### config.mk
export PLATFORM = sky130hd
export DESIGN_NAME = drive_change_logger_flat
export DESIGN_NICKNAME = d
export VERILOG_FILES = /design/src/rtl/drive_change_logger_pkg.sv /design/src/rtl/drive_change_logger_if.sv /design/src/rtl/dcl_fifo.sv /design/src/rtl/drive_change_logger.sv /design/src/flat_wrapper.sv
export SDC_FILE = /design/constraint.sdc
export NUM_CORES = 1
export LEC_CHECK = 0
export ABC_AREA = 1
export BUFFER_PORTS_ARGS = -buffer_cell sky130_fd_sc_hd__buf_2
export CORE_ASPECT_RATIO = 0.7
export CORE_UTILIZATION = 40
export CTS_CLUSTER_SIZE = 28
export DETAILED_ROUTE_END_ITERATION = 8
export GPL_TIMING_DRIVEN = 1
export MAX_ROUTING_LAYER = met4
export SLEW_MARGIN = 10
export SYNTH_ARGS = -nofsm -noshare
export SYNTH_HDL_FRONTEND = slang
export SYNTH_HIERARCHICAL = 1
export SYNTH_SLANG_ARGS = --single-unit
### constraint.sdc
create_clock -name clk -period 3.15 [get_ports clk]
set_input_delay 0.63 -clock clk [delete_from_list [all_inputs] [get_ports clk]]
set_output_delay 0.63 -clock clk [all_outputs]
set_load 0.01 [all_outputs]
### src/rtl/drive_change_logger_pkg.sv
// Shared types and default sizing for the drive change logger.
// The FIFO entry pairs a change sequence tag with the sampled bus value.
package drive_change_logger_pkg;

   localparam int DCL_WIDTH = 3;
   localparam int DCL_DEPTH = 4;
   localparam int DCL_CNT_W = 8;

   typedef enum logic [1:0] {
      IDLE = 2'd0,
      BASE = 2'd1,
      RUN  = 2'd2
   } state_t;

   typedef struct packed {
      logic [DCL_CNT_W-1:0] tag;
      logic [DCL_WIDTH-1:0] data;
   } entry_t;

endpackage

### src/rtl/drive_change_logger_if.sv
// Valid/ready drain port carrying logged changes (value plus sequence tag).
interface drive_change_logger_if #(
   parameter int WIDTH = 3,
   parameter int CNT_W = 8
);
   logic             out_valid;
   logic             out_ready;
   logic [WIDTH-1:0] out_data;
   logic [CNT_W-1:0] out_tag;

   modport master (output out_valid, output out_data, output out_tag, input out_ready);
   modport slave  (input out_valid, input out_data, input out_tag, output out_ready);
endinterface

### src/rtl/dcl_fifo.sv
// Show-ahead synchronous FIFO; the head entry is visible whenever not empty
// and reads as zero when empty.
module dcl_fifo #(
   parameter int E_W   = 11,
   parameter int DEPTH = 4
) (
   input  logic                   clk,
   input  logic                   rst_n,
   input  logic                   push,
   input  logic                   pop,
   input  logic [E_W-1:0]         din,
   output logic [E_W-1:0]         dout,
   output logic                   full,
   output logic                   empty,
   output logic [$clog2(DEPTH):0] level
);
   localparam int PW = $clog2(DEPTH);
   localparam int LW = PW + 1;
   localparam logic [LW-1:0] DEPTH_L = LW'(DEPTH);

   logic [E_W-1:0] mem_q [DEPTH];
   logic [E_W-1:0] mem_d [DEPTH];
   logic [PW-1:0]  wr_ptr_q, wr_ptr_d;
   logic [PW-1:0]  rd_ptr_q, rd_ptr_d;
   logic [LW-1:0]  level_q, level_d;
   logic           do_push_s, do_pop_s;

   assign empty     = (level_q == {LW{1'b0}});
   assign full      = (level_q == DEPTH_L);
   assign level     = level_q;
   assign do_pop_s  = pop && !empty;
   assign do_push_s = push && (!full || do_pop_s);
   assign dout      = empty ? {E_W{1'b0}} : mem_q[rd_ptr_q];

   // Next pointer, occupancy and storage contents.
   always_comb begin
      mem_d    = mem_q;
      wr_ptr_d = wr_ptr_q;
      rd_ptr_d = rd_ptr_q;
      level_d  = level_q;
      if (do_push_s) begin
         mem_d[wr_ptr_q] = din;
         wr_ptr_d        = wr_ptr_q + PW'(1);
      end else begin
         wr_ptr_d = wr_ptr_q;
      end
      if (do_pop_s) begin
         rd_ptr_d = rd_ptr_q + PW'(1);
      end else begin
         rd_ptr_d = rd_ptr_q;
      end
      case ({do_push_s, do_pop_s})
         2'b10:   level_d = level_q + LW'(1);
         2'b01:   level_d = level_q - LW'(1);
         default: level_d = level_q;
      endcase
   end

   // Control state; reset wins over any push or pop on the same edge.
   always_ff @(posedge clk) begin
      if (!rst_n) begin
         wr_ptr_q <= {PW{1'b0}};
         rd_ptr_q <= {PW{1'b0}};
         level_q  <= {LW{1'b0}};
      end else begin
         wr_ptr_q <= wr_ptr_d;
         rd_ptr_q <= rd_ptr_d;
         level_q  <= level_d;
      end
   end

   // Storage needs no reset: it is only read while the occupancy is non-zero.
   always_ff @(posedge clk) begin
      for (int i = 0; i < DEPTH; i++) begin
         mem_q[i] <= mem_d[i];
      end
   end

endmodule

### src/rtl/drive_change_logger.sv
// Arms on request, samples the observed bus every cycle and logs each value
// change with a sequence tag into a drainable FIFO.
module drive_change_logger
   import drive_change_logger_pkg::*;
#(
   parameter int WIDTH = DCL_WIDTH,
   parameter int DEPTH = DCL_DEPTH,
   parameter int CNT_W = DCL_CNT_W
) (
   input  logic                   clk,
   input  logic                   rst_n,
   input  logic                   arm,
   input  logic                   disarm,
   input  logic [WIDTH-1:0]       in_data,
   drive_change_logger_if.master  out_if,
   output logic [$clog2(DEPTH):0] level,
   output logic                   overflow,
   output logic                   active
);
   localparam int E_W = CNT_W + WIDTH;

   state_t           state_q, state_d;
   logic [WIDTH-1:0] prev_q, prev_d;
   logic [CNT_W-1:0] tag_q, tag_d;
   logic             ovf_q, ovf_d;
   logic             change_s, push_s, pop_s;
   logic             fifo_full_s, fifo_empty_s;
   logic [E_W-1:0]   fifo_dout_s;

   assign pop_s            = !fifo_empty_s && out_if.out_ready;
   assign out_if.out_valid = !fifo_empty_s;
   assign out_if.out_tag   = fifo_dout_s[E_W-1:WIDTH];
   assign out_if.out_data  = fifo_dout_s[WIDTH-1:0];
   assign overflow         = ovf_q;
   assign active           = (state_q != IDLE);

   // Capture FSM, change detection, tag counter and sticky overflow.
   always_comb begin
      state_d  = state_q;
      prev_d   = prev_q;
      tag_d    = tag_q;
      ovf_d    = ovf_q;
      change_s = 1'b0;
      case (state_q)
         IDLE: begin
            if (arm && !disarm) begin
               state_d = BASE;
               tag_d   = {CNT_W{1'b0}};
               ovf_d   = 1'b0;
            end else begin
               state_d = IDLE;
            end
         end
         BASE: begin
            prev_d  = in_data;
            state_d = disarm ? IDLE : RUN;
         end
         RUN: begin
            prev_d   = in_data;
            change_s = (in_data != prev_q);
            state_d  = disarm ? IDLE : RUN;
         end
         default: state_d = IDLE;
      endcase
      // A slot frees up on the same edge when the head is popped.
      push_s = change_s && (!fifo_full_s || pop_s);
      if (change_s) begin
         tag_d = tag_q + CNT_W'(1);
         if (!push_s) begin
            ovf_d = 1'b1;
         end else begin
            ovf_d = ovf_q;
         end
      end else begin
         tag_d = tag_d;
      end
   end

   // Register bank for the control path.
   always_ff @(posedge clk) begin
      if (!rst_n) begin
         state_q <= IDLE;
         prev_q  <= {WIDTH{1'b0}};
         tag_q   <= {CNT_W{1'b0}};
         ovf_q   <= 1'b0;
      end else begin
         state_q <= state_d;
         prev_q  <= prev_d;
         tag_q   <= tag_d;
         ovf_q   <= ovf_d;
      end
   end

   dcl_fifo #(
      .E_W   (E_W),
      .DEPTH (DEPTH)
   ) u_fifo (
      .clk   (clk),
      .rst_n (rst_n),
      .push  (push_s),
      .pop   (pop_s),
      .din   ({tag_q, in_data}),
      .dout  (fifo_dout_s),
      .full  (fifo_full_s),
      .empty (fifo_empty_s),
      .level (level)
   );

endmodule

### src/flat_wrapper.sv
// flat-port wrapper written by rule: the top's interface ports become plain ports
module drive_change_logger_flat import drive_change_logger_pkg::*;
#(
   parameter int WIDTH = DCL_WIDTH,
   parameter int DEPTH = DCL_DEPTH,
   parameter int CNT_W = DCL_CNT_W
)
  (clk, rst_n, arm, disarm, in_data, level, overflow, active, out_if_out_valid, out_if_out_data, out_if_out_tag, out_if_out_ready);
  drive_change_logger_if #(.WIDTH(WIDTH), .CNT_W(CNT_W)) out_if_i ();
  input  logic clk;
  input  logic rst_n;
  input  logic arm;
  input  logic disarm;
  input  logic [WIDTH-1:0] in_data;
  output logic [$clog2(DEPTH):0] level;
  output logic overflow;
  output logic active;
  output wire logic [$bits(out_if_i.out_valid)-1:0] out_if_out_valid;
  output wire logic [$bits(out_if_i.out_data)-1:0] out_if_out_data;
  output wire logic [$bits(out_if_i.out_tag)-1:0] out_if_out_tag;
  input wire logic [$bits(out_if_i.out_ready)-1:0] out_if_out_ready;
  assign out_if_out_valid = out_if_i.out_valid;
  assign out_if_out_data = out_if_i.out_data;
  assign out_if_out_tag = out_if_i.out_tag;
  assign out_if_i.out_ready = out_if_out_ready;
  drive_change_logger #(.WIDTH(WIDTH), .DEPTH(DEPTH), .CNT_W(CNT_W)) u_core (.clk(clk), .rst_n(rst_n), .arm(arm), .disarm(disarm), .in_data(in_data), .out_if(out_if_i), .level(level), .overflow(overflow), .active(active));
endmodule
; ---- Word-level counts from Yosys, hierarchy flattened
; Cells that the tools add are included.
[word_totals]
ff_bits = 65
inputBits = 8
wordCells = 67
[classes]
addsub = 5
n_lt_le_gt_ge = 3
n_eq_ne = 7
n_mux = 19
bitwise_logic = 2
n_reduce_logical = 20
[ops]
columns = op, count
row1 = $bwmux 44, 1
row2 = $mux 11, 4
row3 = $mux 8, 3
row4 = $bmux 11 s2, 1
row5 = $demux 11 s2, 1
row6 = $add 8x1->8 const B, 1
row7 = $reduce_bool 2->1, 4
row8 = $ge 3x3->1 const B, 2
row9 = $logic_and 1x1->1, 6
row10 = $mux 1, 6
row11 = $not 2->3, 2
row12 = $pmux 3 s2, 1
row13 = $add 2x1->2 const B, 2
row14 = $eq 2x1->1 const B, 2
row15 = $eq 2x2->1 const B, 2
row16 = $pmux 2 s2, 1
row17 = $add 3x1->3 const B, 1
row18 = $eq 3x3->1 const B, 1
row19 = $logic_not 1->1, 3
row20 = $logic_not 3->1, 1
row21 = $lt 3x1->1 const B, 1
row22 = $ne 3x3->1, 1
row23 = $reduce_and 3->1, 1
row24 = $sub 3x1->3 const B, 1
row25 = other kinds (6), 7

; ---- Logic depth before layout (Yosys ltp)
; Gate-level depths: netlist of the first run.
[logic_depth]
depth_word = 8
ltp_mapped = 17

; ---- Hierarchy
; The synthesis of the first run kept the hierarchy.
[by_module_without_submodules]
columns = mod, instances, cells_each, area_per_inst_um2, seq_area_each_um2
row1 = dcl_fifo, 1, 200, 2179.6, 1461.4
row2 = drive_change_logger, 1, 122, 823.3, 280.3

; ---- Worst setup path before layout of the first run
; No wires, ideal clock.
[synth_timing]
kind = register to register
start = reg u_core.u_fifo.level_q[2], in the netlist u_core/u_fifo/level[2]
end = reg u_core/u_fifo/mem_q[0] in the netlist's numbering, enable pin
setup_time_ns = 0.378
arrival_ns = 1.980
path_slack_ns = 0.792
stages_incl_launch_ff = 10
n_path_buf = 1
cell_sequence = dfxtp_1 inv_1 nand2_1 inv_1 buf_4 nor2_1 nor2_1 nor2_1 nand2_1 nor2_1
[synth_via]
elab_chain_len = 6
[synth_lines]
columns = item, line
row1 = "start, declared", dcl_fifo.sv:25  ; logic [LW-1:0] level_q, level_d;
row2 = "start signal, assigned", dcl_fifo.sv:64  ; level_q <= {LW{1'b0}};
row3 = "start signal, assigned", dcl_fifo.sv:68  ; level_q <= level_d;
row4 = $logic_not 3->1, dcl_fifo.sv:28  ; assign empty = (level_q == {LW{1'b0}});
row5 = named net u_core.fifo_empty_s, drive_change_logger.sv:27  ; logic fifo_full_s, fifo_empty_s;
row6 = $logic_not 1->1, drive_change_logger.sv:30  ; assign pop_s = !fifo_empty_s && out_if.out_ready;
row7 = $logic_and 1x1->1, drive_change_logger.sv:30
row8 = named net u_core.pop_s, drive_change_logger.sv:26  ; logic change_s, push_s, pop_s;
row9 = $logic_or 1x1->1, drive_change_logger.sv:66  ; push_s = change_s && (!fifo_full_s || pop_s);
row10 = $logic_and 1x1->1, drive_change_logger.sv:66
row11 = named net u_core.push_s, drive_change_logger.sv:26
row12 = $logic_and 1x1->1, dcl_fifo.sv:32  ; assign do_push_s = push && (!full || do_pop_s);
row13 = "end signal, assigned by index", dcl_fifo.sv:75  ; mem_q[i] <= mem_d[i];
row14 = "end, declared", dcl_fifo.sv:21  ; logic [E_W-1:0] mem_q [DEPTH];
; The timed path passes the listed nets, and every way through them passes these cells.
; A chain may end at the register's enable or synchronous reset.

; ---- Worst setup path after layout of the first run
[layout_timing]
start = reg u_core.u_fifo.level_q[2], in the netlist u_core/u_fifo/level[2]
end = reg u_core.u_fifo.level_q[2], in the netlist u_core/u_fifo/level[2]
[layout_via]
elab_chain_len = 8
[layout_lines]
columns = item, line
row1 = $logic_not 3->1 (*), dcl_fifo.sv:28
row2 = named net u_core.fifo_empty_s, drive_change_logger.sv:27
row3 = $logic_not 1->1 (*), drive_change_logger.sv:30
row4 = $logic_and 1x1->1 (*), drive_change_logger.sv:30
row5 = named net u_core.pop_s, drive_change_logger.sv:26
row6 = $logic_or 1x1->1 (*), drive_change_logger.sv:66
row7 = $logic_and 1x1->1 (*), drive_change_logger.sv:66
row8 = named net u_core.push_s, drive_change_logger.sv:26
row9 = $logic_and 1x1->1 (*), dcl_fifo.sv:32
row10 = $eq 2x1->1 or $eq 2x2->1 (tied branches), dcl_fifo.sv:52  ; case ({do_push_s, do_pop_s})
row11 = $pmux 3 s2 or $reduce_bool 2->1 (tied branches), n/a
; Mark *: on every way through the listed nets, which the timed path passes. The rest lies on a longest branch.

==> key figures, run 1 <==
Die
  – Rows: 26
  – Initial core utilization: 0.4121
  – Die height: 74.49 um
  – # IOs: 25
  – Placeable Area: 0.007287 mm^2
  – Die area: 0.007863 mm^2
  – Die X: 105.6 um

Outcome
  – Status: finished, final reports clean

Drt
  – DRT antenna net count: 0
  – WL/cell: 13.38 um
  – Pre-antenna DRT Iters: 4
  – Met2 wire len: 2590 um
  – WL final: 6183 um
  – Drc violations: 0
  – Met3 routed WL: 297 um
  – DR top layer: met4
  – Metal1 wirelength: 3199 um
  – Vias: 2202
  – Drt via density: 4.766
  – Starting DRC count in detailed routing: 136

Timing
  – Worst slew pin tran: 0.4420 ns
  – Max_slew headroom: 0.7049
  – Final worst-path cycle share: 0.8424
  – Final min period: 2.654 ns
  – Final hold viol count: 0
  – Final setup vio count: 0
  – Fmax achieved: 0.3768 GHz
  – Setup_tns: 0 ns
  – Layout Skew: 0.006127 ns
  – Slew Limit Fails: 0
  – RSZ-0062 raised after global routing: false

Clocking
  – Clock slew at reported path FFs: 0.07 ns
  – Clock Sinks: 65
  – TritonCTS clock tree: yes
  – Hold Buf Count CTS: 0
  – H-tree depth: 3
  – Clk root buf: clkbuf_8
  – Clock Path Buffers: 2
  – Post-CTS sizing: 0
  – Cts bufs inserted: 9
  – Post-CTS Setup Bufs: 0
  – Clk Latency, worst-skew pair: 0.34 ns

Final layout
  – Antenna cells: 0
  – Finished Layout Cells: 462
  – Share of cells above drive strength 1: 0.1731
  – Final Net Count: 377
  – Area Overhead vs Synth: 14.71%
  – Fill cells: 706

Power and ir drop
  – Gate power share: 0.042
  – Pleak: 0.001415 uW
  – Clock power share: 0.411
  – Internal power: 1298 uW
  – Net Switching: 376.7 uW
  – Max VDD drop: 262.7 uV
  – PwrDens: 486.2 mW/mm^2
  – Part of the power in registers: 0.547
  – Sw Share: 0.2250

Worst setup path
  – Crit path cell chain: inv_1 > nand2_1 > inv_1 > nor2_1 > nor2_1 > nor2_1 > nand2_1 > ha_1 > inv_1 > fa_1 > inv_1 > nand2_1 > nand3_1 > nand2_1 > nand2_1 > nor2_1
  – Crit-path max cell delay: 0.37 ns
  – Critical path peak fanout: 5
  – Setup crit end kind: flip-flop
  – Crit-path slowest cell: dfxtp_1
  – Crit Path Class: flip-flop to flip-flop
  – Startpoint Class: flip-flop
  – Most used cell, CP: nand2_1
  – Data required, critical path: 3.43 ns
  – Worst Path Arrival: 2.93 ns

Min path
  – Hold Crit Class: flip-flop to flip-flop

GRT
  – Overflow after GRT: 0
  – Number of global-route vias before repair: 2072
  – First-pass GRT wire length: 10520 um
  – Gr usage total: 0.1882
  – Pin count of the biggest net entering global routing: 24
  – Initial antenna violation count: 0

Synthesis
  – Register area share after synthesis: 0.5800
  – Synth cell types: 24
  – Mapped Nets: 340
  – Mapped Cells: 322
  – Mean Syn Cell Area: 9.326 um^2
  – Netlist Area Pre-Place: 0.003003 mm^2
  – Synth Register Bits: 65
  – Synth Warn #: 6

Place
  – Placed cell count: 446
  – Hpwl dp: 4192 um
  – Count of input and output buffers: 24
  – Routability cong.: 0.8501

Run
  – Max cap viols: 0
==> cells in the mapped netlist <==
library cell	n	area [um^2]
nand2_2	2	12.51
nand2_4	1	11.26
nor4_1	1	6.260
nand4_1	1	6.260
nor2_4	1	11.26
buf_6	4	45.04
ha_1	9	112.6
dfxtp_1	21	420.4
a21oi_1	23	115.1
o21ai_1	19	95.09
inv_2	3	11.26
nor3_1	2	10.01
nor2_1	64	240.2
edfxtp_1	44	1321
nand2_1	44	165.2
xnor2_2	1	16.27
o21ai_0	12	60.06
fa_1	1	20.02
buf_2	2	10.01
nand3_1	17	85.08
buf_4	2	15.01
a21oi_4	1	16.27
a21oi_2	4	35.03
inv_1	43	161.4
==> stage by stage <==
step | power, uW | utilization | area, um^2 | worst slack [ns] | hold slack [ns]
3_3_place_gp | 1003 | 0.4461 | 3251 | 0.5719 | 0.4539
3_5_place_dp | 1005 | 0.4461 | 3251 | 0.4927 | 0.4438
5_1_grt | 1741 | 0.4727 | 3445 | 0.1586 | 0.4525
4_1_cts | 1695 | 0.4727 | 3445 | 0.5616 | 0.4409
2_1_floorplan | 978.1 | - | 3003 | 0.7919 | 0.4710
6_report | 1675 | 0.4727 | 3445 | 0.4964 | 0.4567
==> state kept, by name (all words and copies together) (netlist names) <==
name	flops
u_core/prev_q	3
u_core/u_fifo/level	3
u_core/u_fifo/wr_ptr_q	2
u_core/overflow	1
u_core/u_fifo/rd_ptr_q	2
u_core/u_fifo/mem_q	44
u_core/state_q	2
u_core/tag_q	8
==> power groups by stage <==
stage	Combinational [uW]	Clock [uW]	Sequential [uW]
4_1_cts	71.1	709	915
3_3_place_gp	69.5	0	934
6_report	70.5	689	915
3_5_place_dp	70.9	0	934
5_1_grt	80.7	745	916
2_1_floorplan	44.9	0	933
==> worst max-delay path, delay by kind of cell, from the launching register on <==
kind / cells / cell delay [ns]
adder cells (fa/ha/maj): 2 / 0.44
flip-flops: 1 / 0.37
AND/OR/NAND/NOR: 10 / 1.46
buffers and inverters: 4 / 0.31
==> cells in the final DEF (no fill, tap or decap), types with 12 or more instances in the layout <==
| cell | count |
|---|---|
| nand2_1 | 44 |
| dfxtp_1 | 21 |
| nor2_1 | 64 |
| o21ai_1 | 19 |
| o21ai_0 | 12 |
| nand3_1 | 17 |
| buf_2 | 24 |
| a21oi_1 | 23 |
| edfxtp_1 | 44 |
| inv_1 | 43 |
==> logic make-up (layout without fill, tap and decap cells) <==
kind of cell	after synthesis	in the layout	synth area share
XOR/XNOR	1	1	0.005418
adder cells (fa/ha/maj)	10	10	0.04417
AND/OR/NAND/NOR	133	133	0.1825
flip-flops	65	65	0.5800
buffers and inverters	54	96	0.08083
AO/OA/AOI/OAI	59	59	0.1071
==> layout make-up <==
cell class	instances	area (um^2)	area share
Clock buffer	9	123.9	0.03596
Clock inverter	7	70.07	0.02034
Inverter	46	172.7	0.05013
Multi-Input combinational cell	203	1018	0.2957
Sequential cell	65	1742	0.5056
Tap cell	98	122.6	0.03560
Timing Repair Buffer	34	195.2	0.05667
==> per-layer routing <==
layer,vias to the layer above,GRT usage
met5,-,-
met4,0,0.07870
met3,10,0.04119
met2,43,0.2719
met1,1017,0.2575
li1,1132,-
==> path summary, 6_finish.rpt <==
kind,start,endpoint,cells past startpoint,slack (ns)
max,u_core/u_fifo/level[2],u_core/u_fifo/level[2],16,0.50
min,u_core/overflow,u_core/overflow,2,0.46
max reg2reg,u_core/u_fifo/level[2],u_core/u_fifo/level[2],16,0.50
min reg2reg,u_core/overflow,u_core/overflow,2,0.46
Power figures use the tool's default switching activity.
==> inputs of run 2 (changes only) <==
Clock period 3.15 ns to 2.2 ns, I/O delays scaled along.
==> key figures, run 2 (same netlist as run 1, synthesis figures left out) <==
Drt
  – WL final: 5968 um (-3.5%)
  – Drc violations: 0 (unchanged)
  – DRT antenna net count: 0 (unchanged)
  – Pre-antenna DRT Iters: 4 (unchanged)
  – Starting DRC count in detailed routing: 130 (-4.4%)
  – Vias: 2182 (-0.91%)
  – Drt via density: 4.662 (-2.2%)
  – WL/cell: 12.75 um (-4.7%)

Final layout
  – Max FFs per register: 44 (unchanged)
  – Biggest regs: u_core/u_fifo/mem_q (44), u_core/tag_q (8)
  – Antenna cells: 0 (unchanged)
  – Final Net Count: 383 (+1.6%)
  – Most common cell after layout, fill and taps aside: nor2_1
  – Area Overhead vs Synth: 17.87%
  – Commonest cells after routing, fill and taps aside: nor2_1 (60), edfxtp_1 (44), inv_1 (42), nand2_1 (42), buf_2 (24)
  – Share of cells above drive strength 1: 0.2135 (+0.04044)
  – Finished Layout Cells: 468 (+1.3%)
  – Largest Register: u_core/u_fifo/mem_q

Clocking
  – Hold Buf Count CTS: 0 (unchanged)
  – Cts bufs inserted: 9 (unchanged)
  – Clk Latency, worst-skew pair: 0.34 ns (about the same)
  – Clk root buf: clkbuf_8
  – TritonCTS clock tree: yes
  – Clock Path Buffers: 2 (unchanged)
  – Clock Sinks: 65 (unchanged)
  – Clock slew at reported path FFs: 0.08 ns (about the same)
  – H-tree depth: 3 (unchanged)

Power and ir drop
  – Pleak: 0.001447 uW (+2.2%)
  – Total Power: 2445 uW (+46%)
  – PwrDens: 690.7 mW/mm^2 (+42%)
  – Max VDD drop: 394.9 uV (+50%)

Timing
  – Max_slew headroom: 0.7277 (+0.02282)
  – Layout Skew: 0.01116 ns (+0.005028 ns)
  – Slew Limit Fails: 0 (unchanged)
  – Final hold viol count: 0 (unchanged)
  – RSZ-0062 raised after global routing: false
  – Final worst-path cycle share: 0.9185
  – Fmax achieved: 0.4949 GHz
  – Worst slew pin tran: 0.4079 ns (-0.03417 ns)
  – Final min period: 2.021 ns
  – Final Worst Setup Slack: 0.1793 ns (-0.3171 ns)
  – Setup_tns: 0 ns (unchanged)
  – Final setup vio count: 0 (unchanged)

Die
  – Rows: 26 (unchanged)
  – Initial core utilization: 0.4121 (unchanged)
  – # IOs: 25 (unchanged)
  – Die height: 74.49 um (unchanged)
  – Die X: 105.6 um (unchanged)
  – Die area: 0.007863 mm^2 (unchanged)
  – Placeable Area: 0.007287 mm^2 (unchanged)

Place
  – DP Worst Slack: 0.04928 ns (-0.4435 ns)
  – Hpwl dp: 3938 um (-6.1%)
  – Count of input and output buffers: 24 (unchanged)
  – Placed cell count: 452 (+1.3%)
  – Routability cong.: 0.8036 (-5.5%)

GRT
  – Initial antenna violation count: 0 (unchanged)
  – Overflow after GRT: 0 (unchanged)
  – Number of global-route vias before repair: 2052 (-0.97%)
  – Gr usage total: 0.1811 (-0.007142)
  – Pin count of the biggest net entering global routing: 24 (unchanged)
  – First-pass GRT wire length: 10050 um (-4.5%)

Worst setup path
  – Data required, critical path: 1.76 ns (-1.67 ns)
  – CP startpoint: u_core/u_fifo/rd_ptr_q[0]
  – Setup crit end kind: primary output
  – Crit Path Class: flip-flop to primary output
  – Worst Path Arrival: 1.58 ns (-1.35 ns)
  – Critical path peak fanout: 18 (+13)
  – Worst flop-to-flop path startpoint: u_core/u_fifo/level[0]
  – Startpoint Class: flip-flop

Outcome
  – Status: finished, final reports clean

Min path
  – HP Start: disarm
  – Hold Crit Class: input pin to flip-flop

Run
  – Max cap viols: 0 (unchanged)
-- run 2: repair_timing --
item / in CTS / in global routing
setup buffers: 0 / 0
gates resized for setup: 0 / 8
endpoints found under the setup margin: 0 / 11
-- run 2: critical path, cell delays in order, from the launching register on --
cell     delay [ns]
dfxtp_2        0.46
buf_12         0.18
nor2_1         0.06
nor2_1         0.09
o21ai_1        0.08
a21oi_1        0.19
buf_2          0.16
-- run 2: area by class of cell --
class,count,area (um^2)
Clock buffer,9,123.9
Clock inverter,7,77.57
Fill cell,712,3747
Inverter,46,172.7
Multi-Input combinational cell,203,1046
Sequential cell,65,1744
Tap cell,98,122.6
Timing Repair Buffer,40,252.7
-- run 2: per-stage QoR --
step | instance area (um^2) | utilization | hold WS, ns
finish | 3540 | 0.4857 | 0.2691
global route | 3540 | 0.4857 | 0.2636
CTS | 3522 | 0.4833 | 0.2541
detailed placement | 3321 | 0.4557 | 0.4506
global placement | 3321 | 0.4557 | 0.4493
floorplan | 3015 | - | 0.4710
-- run 2: routing by layer --
| layer | vias to the layer above | GRT usage | wire length, um |
|---|---|---|---|
| met5 | - | - | 0 |
| met3 | 6 | 0.06310 | 247 |
| met1 | 998 | 0.2372 | 3130 |
| met4 | 0 | 0.04167 | 59 |
| met2 | 39 | 0.2719 | 2531 |
| li1 | 1139 | - | - |
-- run 2: power breakdown --
| group | internal, uW | leakage (uW) | switching, uW |
|---|---|---|---|
| clock network | 532 | 0.000100 | 490 |
| logic | 43.0 | 0.000757 | 70.6 |
| registers | 1300 | 0.000590 | 7.21 |
| total | 1880 | 0.00145 | 568 |
-- run 2: worst paths after layout --
check / endpoint / slack [ns] / depth (start not counted)
max: out_if_out_data[1] / 0.18 / 6
min: u_core/state_q[1] / 0.27 / 2
max reg2reg: u_core/u_fifo/level[2] / 0.20 / 15
min reg2reg: u_core/overflow / 0.47 / 2
